### config.mk
export PLATFORM = sky130hd
export DESIGN_NAME = sprite_rom_arbiter_flat
export DESIGN_NICKNAME = d
export VERILOG_FILES = /design/src/rtl/sprite_rom_arbiter_pkg.sv /design/src/rtl/sprite_rom_arbiter_if.sv /design/src/rtl/sprite_rom_arbiter_rr.sv /design/src/rtl/sprite_rom_arbiter.sv /design/src/flat_wrapper.sv
export SDC_FILE = /design/constraint.sdc
export NUM_CORES = 1
export LEC_CHECK = 0
export ABC_AREA = 1
export CAP_MARGIN = 20
export CORE_MARGIN = 1.5
export CORE_UTILIZATION = 37
export DETAILED_ROUTE_END_ITERATION = 12
export HOLD_SLACK_MARGIN = 0.02
export PLACE_DENSITY = 0.77
export REMOVE_ABC_BUFFERS = 1
export SYNTH_ARGS = -nofsm -noshare
export SYNTH_HDL_FRONTEND = slang
export SYNTH_SLANG_ARGS = --single-unit
### constraint.sdc
create_clock -name clk_i -period 2 [get_ports clk_i]
set_input_delay 0.4 -clock clk_i [delete_from_list [all_inputs] [get_ports clk_i]]
set_output_delay 0.4 -clock clk_i [all_outputs]
set_load 0.1 [all_outputs]
### src/rtl/sprite_rom_arbiter_pkg.sv
// Shared types and constants for the sprite ROM arbiter: sprite depths, palette index, response tag.
package sprite_rom_arbiter_pkg;

   localparam int GAMEOVER_DEPTH = 253 * 78;
   localparam int PAL_W          = 5;

   typedef logic [PAL_W-1:0] pal_idx_t;

   localparam pal_idx_t TRANSPARENT_IDX = 5'd0;

   // Wide enough for the largest supported requester count (8).
   localparam int RESP_ID_W = 3;

   typedef struct packed {
      logic                 valid;
      logic [RESP_ID_W-1:0] id;
      logic                 oob;
   } resp_t;

   function automatic int id_width(input int n);
      return (n > 1) ? $clog2(n) : 1;
   endfunction

endpackage

### src/rtl/sprite_rom_arbiter_if.sv
// Requester/ROM-side bundle of the sprite ROM arbiter; slave is the arbiter's view, master the client's.
interface sprite_rom_arbiter_if
   import sprite_rom_arbiter_pkg::*;
#(
   parameter int NUM_REQ = 4,
   parameter int ADDR_W  = 15,
   parameter int DATA_W  = 5
);
   localparam int ID_W = id_width(NUM_REQ);

   logic [NUM_REQ-1:0]        req;
   logic [NUM_REQ*ADDR_W-1:0] req_addr;
   logic [NUM_REQ-1:0]        gnt;
   logic [ADDR_W-1:0]         rom_addr;
   logic [DATA_W-1:0]         rom_data;
   logic                      rvalid;
   logic [ID_W-1:0]           rvalid_id;
   logic [DATA_W-1:0]         rdata;

   modport slave (
      input  req, req_addr, rom_data,
      output gnt, rom_addr, rvalid, rvalid_id, rdata
   );

   modport master (
      output req, req_addr, rom_data,
      input  gnt, rom_addr, rvalid, rvalid_id, rdata
   );

endinterface

### src/rtl/sprite_rom_arbiter_rr.sv
// Combinational round-robin picker: first set request at or after ptr_i, wrapping modulo NUM_REQ.
// Zero latency; no state here, the pointer register is owned by the parent.
module sprite_rom_arbiter_rr #(
   parameter int NUM_REQ = 4,
   parameter int ID_W    = 2
) (
   input  logic [NUM_REQ-1:0] req_i,
   input  logic [ID_W-1:0]    ptr_i,
   output logic [NUM_REQ-1:0] gnt_o,
   output logic [ID_W-1:0]    idx_o,
   output logic               any_o
);

   function automatic logic [ID_W-1:0] wrap_idx(input logic [ID_W-1:0] base, input int off);
      int s;
      s = int'(base) + off;
      if (s >= NUM_REQ) s = s - NUM_REQ;
      return ID_W'(s);
   endfunction

   // Walk from the farthest offset back to the pointer so the nearest requester is the last writer.
   always_comb begin
      idx_o = '0;
      any_o = 1'b0;
      for (int i = NUM_REQ - 1; i >= 0; i--) begin
         if (req_i[wrap_idx(ptr_i, i)]) begin
            idx_o = wrap_idx(ptr_i, i);
            any_o = 1'b1;
         end
      end
      gnt_o = any_o ? (NUM_REQ'(1) << idx_o) : '0;
   end

endmodule

### src/rtl/sprite_rom_arbiter.sv
// Round-robin sharing of one registered-output sprite ROM; one read per clock, responses tagged by requester.
// Grant is same-cycle; data returns ROM_LAT clocks later with out-of-range reads forced transparent.
module sprite_rom_arbiter
   import sprite_rom_arbiter_pkg::*;
#(
   parameter int NUM_REQ   = 4,
   parameter int ADDR_W    = 15,
   parameter int DATA_W    = 5,
   parameter int ROM_DEPTH = GAMEOVER_DEPTH,
   parameter int ROM_LAT   = 1
) (
   input  logic                clk_i,
   input  logic                rst_n_i,
   sprite_rom_arbiter_if.slave bus
);

   localparam int ID_W = id_width(NUM_REQ);
   localparam logic [ADDR_W:0] DEPTH_L = (ADDR_W + 1)'(ROM_DEPTH);

   logic [ID_W-1:0]    ptr_q, ptr_d;
   logic [ADDR_W-1:0]  rom_addr_q, rom_addr_d;
   logic [NUM_REQ-1:0] arb_gnt;
   logic [ID_W-1:0]    arb_idx;
   logic               arb_any;
   logic [ADDR_W-1:0]  gnt_addr;
   resp_t              pipe_d;
   resp_t              pipe_q [ROM_LAT];
   resp_t              resp_out;

   sprite_rom_arbiter_rr #(
      .NUM_REQ (NUM_REQ),
      .ID_W    (ID_W)
   ) u_rr (
      .req_i (bus.req),
      .ptr_i (ptr_q),
      .gnt_o (arb_gnt),
      .idx_o (arb_idx),
      .any_o (arb_any)
   );

   assign gnt_addr = bus.req_addr[int'(arb_idx) * ADDR_W +: ADDR_W];

   always_comb begin
      ptr_d      = ptr_q;
      rom_addr_d = rom_addr_q;
      pipe_d     = '0;
      if (arb_any) begin
         ptr_d      = (arb_idx == ID_W'(NUM_REQ - 1)) ? '0 : arb_idx + ID_W'(1);
         rom_addr_d = gnt_addr;
         pipe_d.valid = 1'b1;
         pipe_d.id    = RESP_ID_W'(arb_idx);
         pipe_d.oob   = ({1'b0, gnt_addr} >= DEPTH_L);
      end
   end

   always_ff @(posedge clk_i or negedge rst_n_i) begin
      if (!rst_n_i) begin
         ptr_q      <= '0;
         rom_addr_q <= '0;
         for (int i = 0; i < ROM_LAT; i++) pipe_q[i] <= '0;
      end else begin
         ptr_q      <= ptr_d;
         rom_addr_q <= rom_addr_d;
         pipe_q[0]  <= pipe_d;
         for (int i = 1; i < ROM_LAT; i++) pipe_q[i] <= pipe_q[i-1];
      end
   end

   // Grant and address are combinational, so they are explicitly quiet while reset is held.
   assign bus.gnt      = rst_n_i ? arb_gnt : '0;
   assign bus.rom_addr = !rst_n_i ? '0 : (arb_any ? gnt_addr : rom_addr_q);

   assign resp_out      = pipe_q[ROM_LAT-1];
   assign bus.rvalid    = resp_out.valid;
   assign bus.rvalid_id = resp_out.valid ? ID_W'(resp_out.id) : '0;
   assign bus.rdata     = (resp_out.valid && !resp_out.oob) ? bus.rom_data : DATA_W'(TRANSPARENT_IDX);

   a_gnt_onehot : assert property (@(posedge clk_i) disable iff (!rst_n_i) $onehot0(bus.gnt));
   a_ptr_range  : assert property (@(posedge clk_i) disable iff (!rst_n_i) int'(ptr_q) < NUM_REQ);

endmodule

### src/flat_wrapper.sv
// flat-port wrapper written by rule: the top's interface ports become plain ports
module sprite_rom_arbiter_flat import sprite_rom_arbiter_pkg::*;
#(
   parameter int NUM_REQ   = 4,
   parameter int ADDR_W    = 15,
   parameter int DATA_W    = 5,
   parameter int ROM_DEPTH = GAMEOVER_DEPTH,
   parameter int ROM_LAT   = 1
)
  (clk_i, rst_n_i, bus_req, bus_req_addr, bus_rom_data, bus_gnt, bus_rom_addr, bus_rvalid, bus_rvalid_id, bus_rdata);
  sprite_rom_arbiter_if #(.NUM_REQ(NUM_REQ), .ADDR_W(ADDR_W), .DATA_W(DATA_W)) bus_i ();
  input  logic clk_i;
  input  logic rst_n_i;
  input wire logic [$bits(bus_i.req)-1:0] bus_req;
  input wire logic [$bits(bus_i.req_addr)-1:0] bus_req_addr;
  input wire logic [$bits(bus_i.rom_data)-1:0] bus_rom_data;
  output wire logic [$bits(bus_i.gnt)-1:0] bus_gnt;
  output wire logic [$bits(bus_i.rom_addr)-1:0] bus_rom_addr;
  output wire logic [$bits(bus_i.rvalid)-1:0] bus_rvalid;
  output wire logic [$bits(bus_i.rvalid_id)-1:0] bus_rvalid_id;
  output wire logic [$bits(bus_i.rdata)-1:0] bus_rdata;
  assign bus_i.req = bus_req;
  assign bus_i.req_addr = bus_req_addr;
  assign bus_i.rom_data = bus_rom_data;
  assign bus_gnt = bus_i.gnt;
  assign bus_rom_addr = bus_i.rom_addr;
  assign bus_rvalid = bus_i.rvalid;
  assign bus_rvalid_id = bus_i.rvalid_id;
  assign bus_rdata = bus_i.rdata;
  sprite_rom_arbiter #(.NUM_REQ(NUM_REQ), .ADDR_W(ADDR_W), .DATA_W(DATA_W), .ROM_DEPTH(ROM_DEPTH), .ROM_LAT(ROM_LAT)) u_core (.clk_i(clk_i), .rst_n_i(rst_n_i), .bus(bus_i));
endmodule
After elaboration in Yosys (flattened, before gate mapping)
Cells that the tools add are included.
W data, S select, Z words.
{"block": "word_totals", "register_bits": 21, "in_bits": 71, "output_inout_bits": 27}
{"block": "op_classes", "addsub": 8, "mul": 1, "order_cmp": 9, "eq_ne": 1, "shift": 2, "mux": 28, "n_reduce_logical": 2}
{"op": "$shiftx A60 B32 Y15", "count": 1}
{"op": "$mux W15", "count": 2}
{"op": "$mux W2", "count": 10}
{"op": "$ge A15 B15 Y1 const B", "count": 1}
{"op": "$lt A2 B3 Y1 const B", "count": 4}
{"op": "$mux W5", "count": 2}
{"op": "$ge A3 B3 Y1 const B", "count": 3}
{"op": "$bmux W1 S2", "count": 4}
{"op": "$mux W1", "count": 8}
{"op": "$mux W4", "count": 2}
{"op": "$sub A2 B1 Y2 const B", "count": 4}
{"op": "$add A2 B2 Y3 const B", "count": 2}
{"op": "$mul A2 B4 Y6 const B", "count": 1}
{"op": "$shl A1 B2 Y4 const A", "count": 1}
{"op": "$add A2 B1 Y3 const B", "count": 1}
{"op": "$ge A2 B3 Y1 const B", "count": 1}
{"op": "$add A2 B1 Y2 const B", "count": 1}
{"op": "$eq A2 B2 Y1 const B", "count": 1}
{"op": "$logic_and A1 B1 Y1", "count": 1}
{"op": "$logic_not A1 Y1", "count": 1}

Longest topological paths before layout
Gate-level depths: netlist (run 1).
{"block": "depth", "ltp_word": 13, "depth_mapped": 19, "mapped_depth_nobuf": 18}

Modules after synthesis
From an unflattened synthesis (run 1), not the netlist that was laid out.
{"block": "hier_totals", "cells_unflattened": 348, "area_unflattened_um2": 1960.6}
{"mod": "sprite_rom_arbiter", "instances": 1, "cells_per_inst": 287, "area_each_um2": 1667.8, "seq_area_each_um2": 525.5}
{"mod": "sprite_rom_arbiter_rr", "instances": 1, "cells_per_inst": 61, "area_each_um2": 292.8, "seq_area_each_um2": 0.0}

Worst setup path before layout (run 1)
OpenSTA, ideal clock, no wires.
{"block": "synth_path", "kind": "flip-flop to output port", "startpoint": "register u_core.ptr_q[0]", "endpoint": "output bus_rom_addr[6]", "arrival_time_ps": 3121, "required_time_ps": 1600, "slack_ps": -1521, "path_stages_with_launch": 14, "path_buffers": 2, "path_cell_list": "dfrtp_1 -> buf_6 -> o21ai_1 -> nand2_1 -> nand3_2 -> nand2_2 -> nand2_4 -> nand2_8 -> buf_2 -> a21oi_1 -> o21ai_0 -> nand2_1 -> nand2_1 -> a21oi_1"}
{"block": "synth_via", "elab_chain_len": 13}
{"element": "start: declaration", "line_no": "sprite_rom_arbiter.sv:20", "rtl": "logic [ID_W-1:0] ptr_q, ptr_d;"}
{"element": "start signal: assignment", "line_no": "sprite_rom_arbiter.sv:62", "rtl": "ptr_q <= ptr_d;"}
{"element": "$add A2 B2 Y3", "line_no": "sprite_rom_arbiter_rr.sv:16", "rtl": "s = int'(base) + off;"}
{"element": "$ge A3 B3 Y1 or $sub A2 B1 Y2 (tied branches)", "line_no": "sprite_rom_arbiter_rr.sv:17", "rtl": "if (s >= NUM_REQ) s = s - NUM_REQ;"}
{"element": "$mux W2", "line_no": "sprite_rom_arbiter_rr.sv:17"}
{"element": "$bmux W1 S2", "line_no": "sprite_rom_arbiter_rr.sv:26", "rtl": "if (req_i[wrap_idx(ptr_i, i)]) begin"}
{"element": "$mux W1 (not written as such)", "line_no": "sprite_rom_arbiter_rr.sv:26"}
{"element": "$mux W2 (4 in a row)", "line_no": "sprite_rom_arbiter_rr.sv:26"}
{"element": "$mul A2 B4 Y6", "line_no": "sprite_rom_arbiter.sv:41", "rtl": "assign gnt_addr = bus.req_addr[int'(arb_idx) * ADDR_W +: ADDR_W];"}
{"element": "$shiftx A60 B32 Y15", "line_no": "sprite_rom_arbiter.sv:41"}
{"element": "$mux W15 (*) (2 in a row)", "line_no": "sprite_rom_arbiter.sv:71", "rtl": "assign bus.rom_addr = !rst_n_i ? '0 : (arb_any ? gnt_addr : rom_addr_q);"}
{"element": "end: declaration", "line_no": "flat_wrapper.sv:18", "rtl": "output wire logic [$bits(bus_i.rom_addr)-1:0] bus_rom_addr;"}
Every way passes the cells marked *; elsewhere a longest branch is shown, timed or not. The select of a mux whose other input is x is not followed.

==> results of run 1 <==
==> worst min-delay path: cells and delay by family (launching register included) <==
family / cells / cell delay (ps)
DFF: 1 / 340
and+or+nand+nor: 2 / 160
==> placed cells by master, fill, tap and decap left out, drive strengths merged <==
cell type,netlist,layout
inv,52,51
nand4,1,1
o21ai,19,19
nand3b,7,7
clkdlybuf4s50,0,66
nand3,43,43
clkinv,0,1
nand2,122,122
ha,4,4
a21oi,13,13
clkbuf,4,9
dfrtp,21,21
buf,11,104
nor2,32,32
o221ai,1,1
o211ai,1,1
dlygate4sd2,0,4
==> cells in the mapped netlist (2+ instances only) <==
cell      count  share of area
a21oi_1      12          0.030
buf_2         2         0.0050
buf_4         3          0.011
buf_6         5          0.028
clkbuf_1      4         0.0075
dfrtp_1      21           0.26
ha_1          4          0.025
inv_1        48          0.090
inv_2         4         0.0075
nand2_1     115           0.22
nand2_2       5          0.016
nand3_1      39          0.098
nand3_2       3          0.015
nand3b_1      7          0.026
nor2_1       31          0.058
o21ai_0      13          0.033
o21ai_1       5          0.013
==> worst paths after layout <==
| path | cells past startpoint | to | from | slack, ps |
|---|---|---|---|---|
| worst max-delay path | 22 | u_core.pipe_q[0] | u_core.ptr_q[0] | -1100 |
| worst min-delay path | 2 | u_core.rom_addr_q[2] | u_core.rom_addr_q[2] | 530 |
| worst max register to register | 22 | u_core.pipe_q[0] | u_core.ptr_q[0] | -1100 |
| worst min register to register | 2 | u_core.rom_addr_q[2] | u_core.rom_addr_q[2] | 530 |
| max in group asynchronous | 3 | u_core.ptr_q[0] | rst_n_i | 1130 |
| min in group asynchronous | 2 | u_core.rom_addr_q[7] | rst_n_i | 540 |
==> per-layer routing <==
layer  track usage  share of wire  vias up
met2         0.546           0.47      338
li1              -              -     1362
met5             0              0        -
met4         0.124           0.10        0
met3        0.0623           0.11      131
met1         0.316           0.32     1494
==> state kept, by name, indices dropped and copies added (netlist names) <==
register / count
u_core.rom_addr_q: 15
u_core.bus.rvalid: 1
u_core.ptr_q: 2
u_core.pipe_q: 3
==> layout make-up <==
type / instances / area (um2) / share of cell area
Clock buffer: 4 / 45.0 / 0.00968
Inverter: 52 / 213 / 0.0457
Multi-Input combinational cell: 243 / 1680 / 0.361
Sequential cell: 21 / 527 / 0.113
Tap cell: 70 / 87.6 / 0.0188
Timing Repair Buffer: 179 / 2100 / 0.451
==> per-stage QoR <==
step	util	setup WS, ps	hold WS (ps)
after floorplan	-	-1910	104
final	0.905	-1100	531
after global placement	0.689	-958	458
after detailed placement	0.689	-1030	464
after CTS	0.799	-856	500
after global routing	0.905	-1150	552
==> repair_timing <==
action                     4_1_cts  5_1_grt
setup endpoints to repair       32       36
cloned                           4        5
setup buffers                   26       12
gates resized for setup         86      103
pin swaps                       42       30
==> logic make-up (layout without fill, tap and decap cells) <==
| family | after synthesis | in the layout | share of synthesized area |
|---|---|---|---|
| AND/OR/NAND/NOR | 205 | 205 | 0.461 |
| buffers and inverters | 67 | 235 | 0.158 |
| AO/OA/AOI/OAI | 34 | 34 | 0.0923 |
| flip-flops | 21 | 21 | 0.264 |
| adder cells (fa/ha/maj) | 4 | 4 | 0.0251 |
==> impl_metrics.tcl, run 1 <==
set metrics [dict create \
    clk_path_buf_depth 2 \
    violations "negative setup slack" \
    crit_path_max_incr_delay_ps 460 \
    antenna_found_initial 0 \
    dp_hpwl_um 5490 \
    slew_violations 0 \
    finalHoldViolCount 0 \
    timing.critical_path.cells "clkbuf_16 > o21ai_2 > nand2_2 > nand2_2 > inv_2 > nand2_4 > nand2_8 > nand2_8 > buf_12 > nand2_4 > nand3_2 > nand2_2 > buf_4 > buf_4 > buf_6 > buf_4 > buf_4 > nor2_2 > nand2_1 > nor2_2 > nand2_1 > a21oi_2" \
    tightest_slew_ps 874 \
    crit_family "simple AND/OR/NAND/NOR gates" \
    htreeDepth 1 \
    portBuffers 97 \
    path_max_fanout 7 \
    dr.pass1.iters 5 \
    maxCapViolCount 0 \
    async_flop_share 1.00 \
    synth-edff-count 0 \
    outcome "complete, but fails checks" \
    synth.distinct_cells 27 \
    fin_ws_ps -1100 \
    crit_buf_inv 8 \
    cts_buffers 3 \
    clock_sinks 21 \
    max_slew_margin 0.416 \
    drive_gt1_frac 0.511 \
    gp_congestion 0.934 \
    setup_violations 36 \
    fin_setup_tns_ps -22910 \
    via_count 3325 \
    grt_pass1_vias 2951 \
    finalCritPeriodShare 1.55 \
    fin_worst_skew_ps 9.26 \
    root_buffer "clkbuf_8" \
    grt_max_degree 22 \
    start_kind "flop" \
    synth-seq-area-share 0.264 \
    placed_cells 520 \
    fin_crit_ps 3100 \
    synth_ff_type "dfrtp_1" \
    critPathKind "reg -> reg" \
    die-height_um 76.4 \
    grt_pass1_wl_um 13700 \
    syn_to_final_growth_pct 134 \
    finalWirelength_um 12600 \
    arrival_ps 3290 \
    dieArea_um2 5830 \
    worst_path_max_delay_cell "dfrtp_2" \
    postSynthAreaPerCell_um2 6.02 \
    core_um2 5140 \
    drc 0 \
    yosys_warnings 0 \
    grt_util_all_layers 0.293 \
    cp.required_ps 2180 \
    critPathCaptureType "flop" \
    clock.fmax_mhz 322 \
    cpMostUsedCell "buf_4" \
    tritoncts "done" \
    synth_area_um2 1990 \
    first_iter_violations 413 \
    row_count 26 \
    antenna_cells 0 \
    clk_pin_slew_worst_paths_ps 80 \
    hp-class "reg -> reg" \
    die_x_um 76.4 \
    num-nets-final 575 \
    instances_no_fill 569 \
    initial_core_util 0.388 \
    cts_hold_buf 0 \
    io_pins 98 \
    vias_per_cell 5.84 \
    fill_cells 201 \
    grt-ovfl-total 0 \
    placed_area_um2 3540 \
    detail_route.wl_per_cell_um 22.1 \
    postSynthCellCount 331 \
    clkLatencyLatePin_ps 280 \
    synth_seq_cells 21 \
    fin_area_um2 4650 \
    rsz0062_at_grt "yes" \
    ant_nets 0 \
]
Power of run 1 is left out: the tool's default activity adds up to more than one toggle a clock period on the data nets, which glitch-free logic cannot reach.
==> inputs of run 2 (changes only) <==
- CORE_MARGIN: 1.5 -> default
- CTS_CLUSTER_SIZE: default -> 10
==> run 2 against run 1 <==
  * The run still ends with negative setup slack left
  * Clock skew decreased by 4.7 ps
  * Maximum frequency increased by 3.3%
  * Die area decreased by 2.6%
  * Sequential share of layout area increased by 0.85 points
  * Largest cell class unchanged
  * Highest routed layer unchanged
==> impl_metrics.tcl, run 2 (synthesis gave the netlist of run 1 again) <==
set metrics [dict create \
    outcome "complete, but fails checks" \
    violations "negative setup slack" \
    via_count 3005 \
    setup_violations 33 \
    start_kind "flop" \
    clk_pin_slew_worst_paths_ps 80 \
    maxCapViolCount 0 \
    largestRegisters "u_core.rom_addr_q x15, u_core.pipe_q x3, u_core.ptr_q x2" \
    crit_path_max_incr_delay_ps 470 \
    whs_ps 491 \
    worst_path_max_delay_cell "dfrtp_2" \
    root_buffer "clkbuf_8" \
    antenna_cells 0 \
    num-nets-final 565 \
    cp-startpoint "u_core.ptr_q[0]" \
    cp-endpoint "bus_rom_addr[5]" \
    finalCritPeriodShare 1.50 \
    die-height_um 75.4 \
    layout_commonest_cell "nand2_1" \
    cp.required_ps 1600 \
    initial_core_util 0.388 \
    slew_violations 0 \
    die_x_um 75.4 \
    clock_sinks 21 \
    max_slew_margin 0.482 \
    grt-ovfl-total 0 \
    top_register "u_core.rom_addr_q" \
    finalHoldViolCount 0 \
    largest_reg_flops 15 \
    path_max_fanout 12 \
    dr.pass1.iters 7 \
    fin_crit_ps 3010 \
    detail_route.wl_per_cell_um 16.6 \
    clkLatencyLatePin_ps 270 \
    timing.critical_path.cells "clkbuf_16 > nand2_1 > nand3_2 > buf_4 > nand4_1 > nand2_2 > nand2_4 > buf_6 > o21ai_0 > o21ai_1 > nand2_1 > a21oi_2 > buf_12" \
    final_cell_mix "85 x nand2_1, 66 x clkdlybuf4s50_1, 46 x buf_4" \
    row_count 26 \
    cpMostUsedCell "nand2_1" \
    dieArea_um2 5680 \
    grt_pass1_vias 2689 \
    r2r_slack_ps -810 \
    portBuffers 97 \
    htreeDepth 1 \
    grt_max_degree 18 \
    core_um2 5140 \
    rsz0062_at_grt "yes" \
    grt_util_all_layers 0.282 \
    tightest_slew_ps 776 \
    timing.rr.start "u_core.ptr_q[0]" \
    critPathCaptureType "output pin" \
    finalWirelength_um 9280 \
    io_pins 98 \
    first_iter_violations 238 \
    grt_pass1_wl_um 11900 \
    tritoncts "done" \
    drc 0 \
    hold_depth 2 \
    dp_hpwl_um 5240 \
    arrival_ps 2610 \
    fin_worst_skew_ps 4.54 \
    antenna_found_initial 0 \
    clock.fmax_mhz 333 \
    clk_path_buf_depth 2 \
    worstReg2RegEnd "u_core.rom_addr_q[5]" \
    hp-class "reg -> reg" \
    vias_per_cell 5.38 \
    fin_util 0.842 \
    syn_to_final_growth_pct 117 \
    place_ws_ps -1110 \
    gp_congestion 0.893 \
    worst-r2r-cell-count 19 \
    drive_gt1_frac 0.423 \
    fin_ws_ps -1010 \
    critPathKind "reg -> out" \
    cts_buffers 3 \
    ant_nets 0 \
]
[run 2: cell count changes in the layout (fill, tap and decap cells not counted), moves of 6 or more]
| cell | delta |
|---|---|
| nand2_1 | +18 |
| buf_4 | -14 |
| nand2_4 | -10 |
| nand3_1 | +9 |
| nand3_2 | -9 |
| nand2_2 | -8 |
| o21ai_2 | -7 |
| buf_6 | +6 |
[run 2: critical path: cells and delay by family, from the launching register on]
| kind | cells | cell delay, ps |
|---|---|---|
| AOI/OAI and AO/OA | 3 | 520 |
| buffers and inverters | 4 | 710 |
| DFF | 1 | 470 |
| and+or+nand+nor | 6 | 620 |
[run 2: per-stage QoR]
step / cell area, um2 / instances / setup TNS [ps]
finish: 4330 / 559 / -19240
global placement: 3480 / 519 / -21940
global route: 4330 / 559 / -22490
detailed placement: 3480 / 519 / -23600
floorplan: 1870 / 316 / -40310
CTS: 3890 / 543 / -16860
[run 2: how the worst min path moves through the flow]
| stage | startpoint | end | slack [ps] |
|---|---|---|---|
| 2_1_floorplan | rst_n_i | u_core.bus.rvalid | 100 |
| 3_3_place_gp | u_core.rom_addr_q[14] | u_core.rom_addr_q[14] | 460 |
| 3_5_place_dp | u_core.rom_addr_q[10] | u_core.rom_addr_q[10] | 460 |
| 4_1_cts | u_core.rom_addr_q[10] | u_core.rom_addr_q[10] | 480 |
| 5_1_grt | rst_n_i | u_core.rom_addr_q[8] | 510 |
| 6_report | u_core.rom_addr_q[10] | u_core.rom_addr_q[10] | 490 |
[run 2: cell type report]
class                   count  area, um2
well taps                  70       87.6
fillers                   258        812
repair buffers            165       1910
clock buffers               4       45.0
flip-flops and latches     21        527
inverters                  52        213
multi-input cells         246       1540
repair inverters            1       6.26
[run 2: per-layer routing]
layer	GRT usage	share of wire
met1	0.320	0.35
met2	0.515	0.51
met5	0	0
met4	0.126	0.055
met3	0.0503	0.090
[run 2: timing repair]
item	CTS	global route
pin swaps	27	30
endpoints found under the setup margin	33	36
gates resized for setup	64	81
cloned	4	3
hold buffers	0	0
buffers inserted	16	18
endpoints found under the hold margin	0	0
Power of run 2 is left out for the same reason.
==> inputs of run 3 (changes only) <==
--- a/config.mk
+++ b/config.mk
@@ -11,6 +11,5 @@
 export CTS_CLUSTER_SIZE = 10
 export DETAILED_ROUTE_END_ITERATION = 12
-export HOLD_SLACK_MARGIN = 0.02
-export PLACE_DENSITY = 0.77
+export PLACE_DENSITY = 0.82
 export REMOVE_ABC_BUFFERS = 1
 export SYNTH_ARGS = -nofsm -noshare
==> constraint.sdc (replaced) <==
create_clock -name clk_i -period 2 [get_ports clk_i]
set_input_delay 0.4 -clock clk_i [delete_from_list [all_inputs] [get_ports clk_i]]
set_output_delay 0.4 -clock clk_i [all_outputs]
set_load 0.005 [all_outputs]
==> run 3 against run 2 <==
  * Clock skew is 3.6 ps lower
  * Critical path type unchanged
  * Worst hold slack worse by 10 ps
  * Global-route usage fell by 2.3 points
  * The flow still finishes with violations (negative setup slack)
  * Worst setup slack better by 48 ps
==> impl_metrics.tcl, run 3 (synthesis gave the netlist of run 1 again) <==
set metrics [dict create \
    worstReg2RegEnd "u_core.pipe_q[0]" \
    first_iter_violations 153 \
    critPathCaptureType "output pin" \
    critPathKind "reg -> out" \
    cts_hold_buf 0 \
    fin_ws_ps -958 \
    largest_reg_flops 15 \
    r2r_slack_ps -890 \
    clkLatencyLatePin_ps 250 \
    grt_util_all_layers 0.259 \
    syn_to_final_growth_pct 106 \
    final_cell_mix "84 x nand2_1, 73 x clkdlybuf4s50_1, 52 x buf_4" \
    worst-r2r-cell-count 21 \
    outcome "complete, but fails checks" \
    antenna_found_initial 0 \
    fin_util 0.799 \
    fin_worst_skew_ps 0.979 \
    place_ws_ps -1240 \
    placed_cells 522 \
    violations "negative setup slack" \
    vias_per_cell 5.19 \
    grt_max_degree 18 \
    rsz0062_at_grt "yes" \
    dieArea_um2 5680 \
    drc 0 \
    die_x_um 75.4 \
    die-height_um 75.4 \
    maxCapViolCount 0 \
    top_register "u_core.rom_addr_q" \
    clock_sinks 21 \
    dp_hpwl_um 5080 \
    finalCritPeriodShare 1.48 \
    timing.rr.start "u_core.ptr_q[0]" \
    instances_no_fill 569 \
    fill_cells 345 \
    core_um2 5140 \
    io_pins 98 \
    fin_crit_ps 2960 \
    finalWirelength_um 9150 \
    largestRegisters "u_core.rom_addr_q x15, u_core.pipe_q x3, u_core.ptr_q x2" \
    tightest_slew_ps 517 \
    dr.pass1.iters 4 \
    grt_pass1_wl_um 11100 \
    clock.fmax_mhz 338 \
    layout_commonest_cell "nand2_1" \
    path_max_fanout 6 \
    cp.required_ps 1600 \
    cts_buffers 3 \
    via_count 2954 \
    hp-class "reg -> reg" \
    hp-start "u_core.rom_addr_q[14]" \
    drive_gt1_frac 0.415 \
    htreeDepth 1 \
    grt_pass1_vias 2617 \
    start_kind "flop" \
    arrival_ps 2560 \
    hold_depth 2 \
    clk_path_buf_depth 2 \
    setup_violations 36 \
    antenna_cells 0 \
    root_buffer "clkbuf_8" \
    detail_route.wl_per_cell_um 16.1 \
    hold_end "u_core.rom_addr_q[14]" \
    finalHoldViolCount 0 \
    slew_violations 0 \
    max_slew_margin 0.655 \
    clk_pin_slew_worst_paths_ps 70 \
    grt-ovfl-total 0 \
    tritoncts "done" \
    initial_core_util 0.388 \
    gp_congestion 0.871 \
    row_count 26 \
    portBuffers 97 \
    ant_nets 0 \
    num-nets-final 575 \
]
==> run 3: worst max path at each step <==
stage	start	endpoint	cells after the start
2_1_floorplan	u_core.ptr_q[0]	bus_rom_addr[9]	16
3_3_place_gp	bus_req[3]	bus_rom_addr[12]	15
3_5_place_dp	bus_req[1]	bus_rom_addr[4]	16
4_1_cts	u_core.ptr_q[0]	bus_rom_addr[8]	17
5_1_grt	u_core.ptr_q[0]	bus_rom_addr[4]	16
6_report	u_core.ptr_q[0]	bus_rom_addr[4]	16
==> run 3: area by class of cell <==
type	count	area, um2	area share
repair buffers	178	1700	0.413
multi-input cells	243	1530	0.374
flip-flops and latches	21	527	0.128
inverters	52	210	0.0512
well taps	70	87.6	0.0213
clock buffers	4	45.0	0.0110
repair inverters	1	6.26	0.00152
==> run 3: repair_timing <==
item,CTS,global route
resized for setup,105,125
endpoints found under the hold margin,0,0
setup endpoints to repair,34,37
gates cloned,1,3
buffers inserted,24,19
pin swaps,24,52
==> run 3: critical path, cell delays in order (launching register included) <==
cell       delay, ps
dfrtp_2          460
clkbuf_16        190
o21ai_4          250
nand2_4          110
nand3_4          100
nand2_4           80
nand2_8           90
nand2_8           80
buf_6            140
inv_8             80
nor2_4            40
nor2_2           120
o21ai_1          100
nand2_1          110
nand2_1           90
a21oi_1          140
buf_2            130
==> run 3: layer usage <==
layer	up-vias	track usage	share of wire
li1	1364	-	-
met1	1371	0.263	0.34
met2	177	0.529	0.54
met3	42	0.0516	0.071
met4	0	0.0658	0.049
met5	-	0	0
==> run 3: metrics by stage <==
stage	hold slack (ps)	TNS (ps)	cell area, um2
after floorplan	104	-12430	1870
after global placement	458	-26240	3270
after detailed placement	468	-28400	3270
after CTS	484	-15420	3610
after global routing	505	-23020	4110
final	481	-19970	4110
Power of run 3 is left out for the same reason.
